--- config.mk ---
export PLATFORM = sky130hd
export DESIGN_NAME = cache_req_issuer
export DESIGN_NICKNAME = d
export VERILOG_FILES = /design/src/rtl/cache_req_issuer_pkg.sv /design/src/rtl/cache_req_issuer_req_fifo.sv /design/src/rtl/cache_req_issuer.sv
export SDC_FILE = /design/constraint.sdc
export NUM_CORES = 1
export LEC_CHECK = 0
export CAP_MARGIN = 5
export CORE_UTILIZATION = 55
export DETAILED_ROUTE_END_ITERATION = 10
export PLACE_DENSITY_LB_ADDON = 0.05
export SYNTH_ARGS = -nofsm -noshare
export SYNTH_HDL_FRONTEND = slang
export SYNTH_HIERARCHICAL = 1
export SYNTH_SLANG_ARGS = --single-unit
--- constraint.sdc ---
create_clock -name sys_clk -period 3.13 [get_ports sys_clk]
set_input_delay 0.313 -clock sys_clk [delete_from_list [all_inputs] [get_ports sys_clk]]
set_output_delay 0.313 -clock sys_clk [all_outputs]
set_load 0.01 [all_outputs]
--- src/rtl/cache_req_issuer_pkg.sv ---
// Shared cache interface types plus the request issuer's local types.
package cache_req_issuer_pkg;

  localparam int CACHE_ADDR_W = 27;

  typedef struct packed {
    logic [CACHE_ADDR_W-1:0] addr;
    logic [31:0]             data;
    logic                    rw;
    logic                    valid;
  } cpu_req_type;

  typedef struct packed {
    logic [31:0] data;
    logic        ready;
  } cpu_result_type;

  typedef enum logic [1:0] {IDLE, REQ, GAP} issuer_state_t;

  typedef struct packed {
    logic        rw;
    logic [31:0] addr;
    logic [31:0] wdata;
  } req_entry_t;

  // Word accesses only: any low address bit set means the request cannot be issued.
  function automatic logic is_misaligned(input logic [1:0] byte_off);
    return byte_off != 2'b00;
  endfunction

endpackage

--- src/rtl/cache_req_issuer_req_fifo.sv ---
// In-order request queue. A push while full is dropped even if a pop happens
// in the same cycle, so in_ready can be derived purely from the registered count.
module cache_req_issuer_req_fifo #(
  parameter int DEPTH = 4,
  parameter type entry_t = logic [7:0]
) (
  input  logic                       clk,
  input  logic                       rst,
  input  logic                       push,
  input  entry_t                     push_data,
  input  logic                       pop,
  output entry_t                     pop_data,
  output logic                       full,
  output logic                       empty,
  output logic [$clog2(DEPTH):0]     count
);

  localparam int PTR_W = $clog2(DEPTH);
  localparam int CNT_W = PTR_W + 1;

  entry_t           mem [DEPTH];
  logic [PTR_W-1:0] wr_ptr;
  logic [PTR_W-1:0] rd_ptr;
  logic             do_push;
  logic             do_pop;

  assign full     = (count == CNT_W'(DEPTH));
  assign empty    = (count == '0);
  assign do_push  = push && !full;
  assign do_pop   = pop && !empty;
  assign pop_data = mem[rd_ptr];

  // Storage write; contents need no reset since count gates visibility.
  always_ff @(posedge clk) begin
    if (do_push) mem[wr_ptr] <= push_data;
  end

  // Pointer and occupancy tracking; pointers wrap naturally at DEPTH (power of two).
  always_ff @(posedge clk) begin
    if (rst) begin
      wr_ptr <= '0;
      rd_ptr <= '0;
      count  <= '0;
    end else begin
      if (do_push) wr_ptr <= wr_ptr + 1'b1;
      if (do_pop)  rd_ptr <= rd_ptr + 1'b1;
      case ({do_push, do_pop})
        2'b10:   count <= count + 1'b1;
        2'b01:   count <= count - 1'b1;
        default: count <= count;
      endcase
    end
  end

endmodule

--- src/rtl/cache_req_issuer.sv ---
// Queues pipeline word load/stores and issues them one at a time to L1_cache,
// returning one in-order response per request with misalign/hang diagnostics.
module cache_req_issuer
  import cache_req_issuer_pkg::*;
#(
  parameter int DEPTH   = 4,
  parameter int TIMEOUT = 4096
) (
  input  logic           sys_clk,
  input  logic           rst,
  input  logic           in_valid,
  output logic           in_ready,
  input  logic           in_rw,
  input  logic [31:0]    in_addr,
  input  logic [31:0]    in_wdata,
  output cpu_req_type    cpu_to_cache_request,
  input  cpu_result_type cpu_res,
  output logic           rsp_valid,
  output logic           rsp_rw,
  output logic [31:0]    rsp_data,
  output logic           rsp_err,
  output logic           busy,
  output logic           hang
);

  localparam int CNT_W = $clog2(DEPTH) + 1;
  localparam int TMR_W = $clog2(TIMEOUT + 1);

  issuer_state_t    state;
  req_entry_t       push_entry;
  req_entry_t       head;
  logic             fifo_full;
  logic             fifo_empty;
  logic [CNT_W-1:0] fifo_count;
  logic             pop;
  logic [TMR_W-1:0] timer;

  assign push_entry = '{rw: in_rw, addr: in_addr, wdata: in_wdata};
  assign in_ready   = !fifo_full;
  assign pop        = (state == IDLE) && !fifo_empty;
  assign busy       = (fifo_count != '0) || (state != IDLE);

  cache_req_issuer_req_fifo #(
    .DEPTH   (DEPTH),
    .entry_t (req_entry_t)
  ) u_fifo (
    .clk       (sys_clk),
    .rst       (rst),
    .push      (in_valid),
    .push_data (push_entry),
    .pop       (pop),
    .pop_data  (head),
    .full      (fifo_full),
    .empty     (fifo_empty),
    .count     (fifo_count)
  );

  // Issue FSM: pops the head in IDLE, holds the request in REQ until ready,
  // then forces one idle GAP cycle. Timer counts down from TIMEOUT while in REQ.
  always_ff @(posedge sys_clk) begin
    if (rst) begin
      state                <= IDLE;
      cpu_to_cache_request <= '0;
      rsp_valid            <= 1'b0;
      rsp_rw               <= 1'b0;
      rsp_data             <= '0;
      rsp_err              <= 1'b0;
      hang                 <= 1'b0;
      timer                <= '0;
    end else begin
      rsp_valid <= 1'b0;
      unique case (state)
        IDLE: begin
          if (!fifo_empty) begin
            if (is_misaligned(head.addr[1:0])) begin
              rsp_valid <= 1'b1;
              rsp_err   <= 1'b1;
              rsp_rw    <= head.rw;
              rsp_data  <= '0;
            end else begin
              cpu_to_cache_request.addr  <= head.addr[28:2];
              cpu_to_cache_request.data  <= head.wdata;
              cpu_to_cache_request.rw    <= head.rw;
              cpu_to_cache_request.valid <= 1'b1;
              timer                      <= TMR_W'(TIMEOUT);
              state                      <= REQ;
            end
          end
        end
        REQ: begin
          if (cpu_res.ready) begin
            cpu_to_cache_request.valid <= 1'b0;
            rsp_valid                  <= 1'b1;
            rsp_err                    <= 1'b0;
            rsp_rw                     <= cpu_to_cache_request.rw;
            rsp_data                   <= cpu_to_cache_request.rw ? 32'd0 : cpu_res.data;
            state                      <= GAP;
          end else if (timer != '0) begin
            timer <= timer - 1'b1;
            if (timer == TMR_W'(1)) hang <= 1'b1;
          end
        end
        GAP: state <= IDLE;
        default: state <= IDLE;
      endcase
    end
  end

endmodule

==> flow_summary.yaml, run 1 <==
placed_design:
  place.gp.congestion: 0.7880
  dp_hpwl_um: 17290
  portBuffers: 196
sta:
  tns_ps: 0
  slew_viol_final: 0
  worstMarginPinSlew_ps: 1198
  final.min_clock_period_ps: 2439
  final_hold_viol_count: 0
  fmax_mhz: 410.0
  finalCritPeriodShare_pct: 77.93
  fin_hold_ws_ps: 322.3
  fin_skew_ps: 16.78
  finalSetupViolCount: 0
  slew_headroom_pct: 20.15
  rsz0062_at_grt: "false"
drt:
  totalWireLength_um: 29240
  postRouteAntennaNets: 0
  routed_via_density: 5.619
  num_vias: 8293
  drc: 0
  drt_iter0_drc: 695
  drtPass1Iterations: 5
  wire_per_inst_um: 19.81
worst_setup_path:
  critical_path.max_fanout: 6
  cp.arrival_ps: 2880
  slowest_stage: "dfxtp_1"
  critPathKind: "reg -> reg"
  crit_top_cell: "inv_1"
  max_stage_delay_ps: 450
  worstSetupEndpointType: "flop"
  path_cells: "nor3_1, nor3_2, o31ai_1, inv_1, ha_1, inv_1, fa_1, xor2_1, or3_1, a21oi_1"
  required_ps: 3570
  startpoint_type: "flop"
die:
  core_area_sq_mm: 0.02504
  io_pins: 200
  die-area_sq_mm: 0.02608
  die_x_um: 161.5
  fp.dieH_um: 161.5
  start_util_pct: 55.89
  row_count: 58
grt:
  grt_overflow: 0
  grt_max_degree: 74
  grt_pass1_vias: 8184
  grt_pass1_wl_um: 45350
  grt_use_total_pct: 22.58
  grt_antenna_before_repair: 0
logic_synthesis:
  synth_area_sq_mm: 0.01399
  synthCells: 922
  synth_fp_nets: 1032
  syn_avg_cell_area_sq_um: 15.18
  ys_warn_count: 6
power_and_ir_drop:
  leakage_nw: 5.590
  peakVddDrop_mv: 0.6465
  power_density_mw_per_mm2: 735.2
run:
  maxCapViolCount: 0
final_layout:
  drive_gt1_share_pct: 13.96
  nFillCells: 1761
  area_growth_pct: 24.85
  finish.utilization_pct: 69.78
  num_antenna_cells: 0
  final_nets: 1226
  multiInputGateArea_sq_mm: 0.003726
  seq_area_sq_mm: 0.009877
cts:
  path_clk_slew_ps: 60
  root_buffer: "clkbuf_16"
  cts_inserted_buffers: 38
  h-tree-depth: 2
  ctsHoldBuffers: 0
  cts_tree: "yes"
  clk_path_buf_depth: 3
  postCtsSetupRepairBufs: 0
  tritoncts_num_sinks: 369
  insertion_delay_ps: 530
  cts_resized: 0
run_status:
  status: "finished clean"
min_path:
  hp-class: "in -> reg"
flip-flops by register name (all words and copies together), names as in the netlist, 2 cells and up, named ones only:
name                  cells
timer                    13
u_fifo/mem              248
u_fifo/rd_ptr             2
u_fifo/count              3
rsp_data                 32
cpu_to_cache_request     61
state                     2
u_fifo/wr_ptr             2
layout make-up:
class	count	area share (%)
flip-flops and latches	369	56.54
multi-input cells	476	21.33
repair buffers	217	12.69
clock buffers	49	5.916
well taps	330	2.363
clock inverters	21	0.8666
inverters	14	0.3008
where the power goes:
group          leakage (nW)  switching [W]  internal (W)
combinational          1.75        0.00148       0.00117
sequential             3.26       0.000220       0.00573
clock                 0.581        0.00180       0.00244
metrics by stage:
step	area, sq um	std cells	total power [W]	worst slack, ps
detailed placement	16290	1406	0.008730	712.2
global placement	16290	1406	0.008693	742.5
global route	17470	1476	0.01340	515.3
CTS	17470	1476	0.01298	694.2
finish	17470	1476	0.01284	690.9
floorplan	13990	922	0.007644	536.8
final timing paths:
kind                                 from  slack (ps)                       to  cells past startpoint
setup / recovery          u_fifo/count[0]         690          u_fifo/count[2]                     10
hold / removal                        rst         320                 state[0]                      2
setup reg to reg          u_fifo/count[0]         690          u_fifo/count[2]                     10
hold reg to reg   cpu_to_cache_request[8]         450  cpu_to_cache_request[8]                      2
cells in the final DEF, fill, tap and decap left out, drive strengths merged, types with 2 or more instances in the layout:
| cell | count |
|---|---|
| nor4 | 4 |
| edfxtp | 248 |
| or3 | 5 |
| buf | 22 |
| and2 | 7 |
| nor3 | 5 |
| clkinvlp | 2 |
| a211oi | 4 |
| nand4 | 6 |
| ha | 8 |
| nor3b | 3 |
| dfxtp | 121 |
| nor2b | 4 |
| nor2 | 19 |
| o21a | 3 |
| nand3 | 6 |
| o31ai | 7 |
| xor2 | 3 |
| o21ai | 37 |
| a31oi | 3 |
| clkbuf | 49 |
| a311oi | 2 |
| a21oi | 108 |
| a41oi | 3 |
| clkinv | 15 |
| or4 | 2 |
| nand4b | 34 |
| clkdlybuf4s50 | 195 |
| a22oi | 2 |
| inv | 17 |
| nand2 | 127 |
| mux4 | 62 |
| nand2b | 3 |
routing by layer:
metal | part of all wire (%) | global-route usage, % | up-vias
li1 | - | - | 3907
met1 | 42 | 30.42 | 4091
met4 | 1.8 | 5.617 | 0
met2 | 50 | 38.22 | 251
met5 | 0 | 0 | -
met3 | 6.1 | 4.109 | 44
worst max-delay path: cells and delay by family (launching register included):
kind                       cells  cell delay [ps]
xor gates and xnor gates       1              160
AOI/OAI and AO/OA              2              310
adders and majority gates      2              540
buffers and inverters          2              140
DFF                            1              450
and+or+nand+nor                3              780
Note: power is estimated with default switching activity, not from simulation.
==> inputs of run 2 (changes only) <==
- clock period: 3.13 -> 2.45 ns (I/O delays scaled with it)
==> flow_summary.yaml, run 2 (same netlist as run 1, synthesis figures left out) <==
run_status:
  status: "finished clean"
worst_setup_path:
  startpoint_type: "flop"
  critPathKind: "reg -> reg"
  required_ps: 2870
  critical_path.max_fanout: 6
  worstSetupEndpointType: "flop"
  cp.arrival_ps: 2630
placed_design:
  place_ws_ps: 138.5
  dp_hpwl_um: 17510
  portBuffers: 196
  post_dp_cell_area_sq_mm: 0.01637
  place.gp.congestion: 0.7521
final_layout:
  final_nets: 1234
  final_common_cell: "edfxtp_1"
  reg_top3: "u_fifo/mem: 248 flops, cpu_to_cache_request: 61 flops, rsp_data: 32 flops"
  stdcell_area_sq_mm: 0.01766
  final_cell_mix: "edfxtp_1, clkdlybuf4s50_1, nand2_1, dfxtp_1, a21oi_1"
  largest_reg_flops: 248
  regMostFlops: "u_fifo/mem"
  area_growth_pct: 26.17
  drive_gt1_share_pct: 14.58
cts:
  cts_inserted_buffers: 37
  clk_path_buf_depth: 3
  insertion_delay_ps: 520
  path_clk_slew_ps: 60
  cts_tree: "yes"
  ctsHoldBuffers: 0
  tritoncts_num_sinks: 369
  h-tree-depth: 2
  root_buffer: "clkbuf_16"
sta:
  tns_ps: 0
  finalSetupViolCount: 0
  final.min_clock_period_ps: 2204
  slew_viol_final: 0
  worstMarginPinSlew_ps: 809.0
  layout_setup_ws_ps: 246.0
  fin_hold_ws_ps: 206.1
  fmax_mhz: 453.7
  finalCritPeriodShare_pct: 89.96
  fin_skew_ps: 18.04
  slew_headroom_pct: 46.07
  final_hold_viol_count: 0
  rsz0062_at_grt: "false"
drt:
  postRouteAntennaNets: 0
  num_vias: 8454
  drtPass1Iterations: 6
  routed_via_density: 5.697
  wl_met3_um: 1948
  totalWireLength_um: 29260
  wire_per_inst_um: 19.72
  drt_iter0_drc: 669
  dr.max_layer_used: "met4"
  met1_length_um: 12090
  drc: 0
  dr_wl_met2_um: 14680
grt:
  grt_use_total_pct: 22.99
  grt_overflow: 0
  grt_max_degree: 74
  grt_pass1_wl_um: 46210
  grt_antenna_before_repair: 2
  grt_pass1_vias: 8507
die:
  die-area_sq_mm: 0.02608
  start_util_pct: 55.89
  fp.dieH_um: 161.5
  io_pins: 200
  die_x_um: 161.5
  core_area_sq_mm: 0.02504
  row_count: 58
min_path:
  hp-class: "in -> reg"
run:
  maxCapViolCount: 0
power_and_ir_drop:
  power_density_mw_per_mm2: 961.2
  leakage_nw: 5.675
  peakVddDrop_mv: 0.7520
run 2: changes by cell type in the layout (fill, tap and decap cells not counted), sizes merged:
cell	previous run	this run
clkinvlp	2	1
inv	17	14
clkbuf	49	47
diode	0	2
clkinv	15	12
buf	22	31
bufinv	1	7
run 2: stage by stage:
stage	utilization [%]	cells	power, W
floorplan	-	922	0.009754
global placement	65.37	1415	0.01118
detailed placement	65.37	1415	0.01124
CTS	70.46	1482	0.01713
global route	70.51	1483	0.01770
finish	70.52	1484	0.01697
run 2: worst max-delay path, stage by stage (launching register included):
cell and delay, ps:
dfxtp_1 430, nor3_1 100, nor3_2 160, o31ai_1 150, inv_1 80, ha_1 170
inv_1 60, fa_1 370, xor2_1 150, or3_1 300, a21oi_1 160
run 2: power breakdown:
group | switching (W) | leakage, nW | internal, W
Combinational | 0.00191 | 1.80 | 0.00157
Clock | 0.00227 | 0.620 | 0.00362
Sequential | 0.000280 | 3.26 | 0.00732
Total | 0.00446 | 5.68 | 0.0125
run 2: final cells by class:
type | instances | area, sq um
inverter | 14 | 52.55
timing repair buffer | 226 | 2301
fill | 1725 | 7381
antenna | 2 | 5.005
clock inverter | 20 | 281.5
sequential | 369 | 9877
multi-input combinational | 476 | 3731
tap | 330 | 412.9
clock buffer | 47 | 994.7
run 2: path summary, 6_finish.rpt:
kind,start,to,slack [ps],cells past startpoint
setup / recovery,u_fifo/count[0],u_fifo/count[2],250,10
hold / removal,rst,cpu_to_cache_request[0],210,2
setup reg to reg,u_fifo/count[0],u_fifo/count[2],250,10
hold reg to reg,cpu_to_cache_request[40],cpu_to_cache_request[40],450,2
run 2: repair_timing:
action	4_1_cts	5_1_grt
setup buffers	0	0
hold endpoints to repair	0	0
endpoints found under the setup margin	0	2
resized for setup	0	2
run 2: metal layers:
layer | track usage (%) | up-vias
met4 | 5.789 | 0
met2 | 39.99 | 260
met5 | 0 | -
met1 | 29.43 | 4244
li1 | - | 3910
met3 | 4.905 | 40
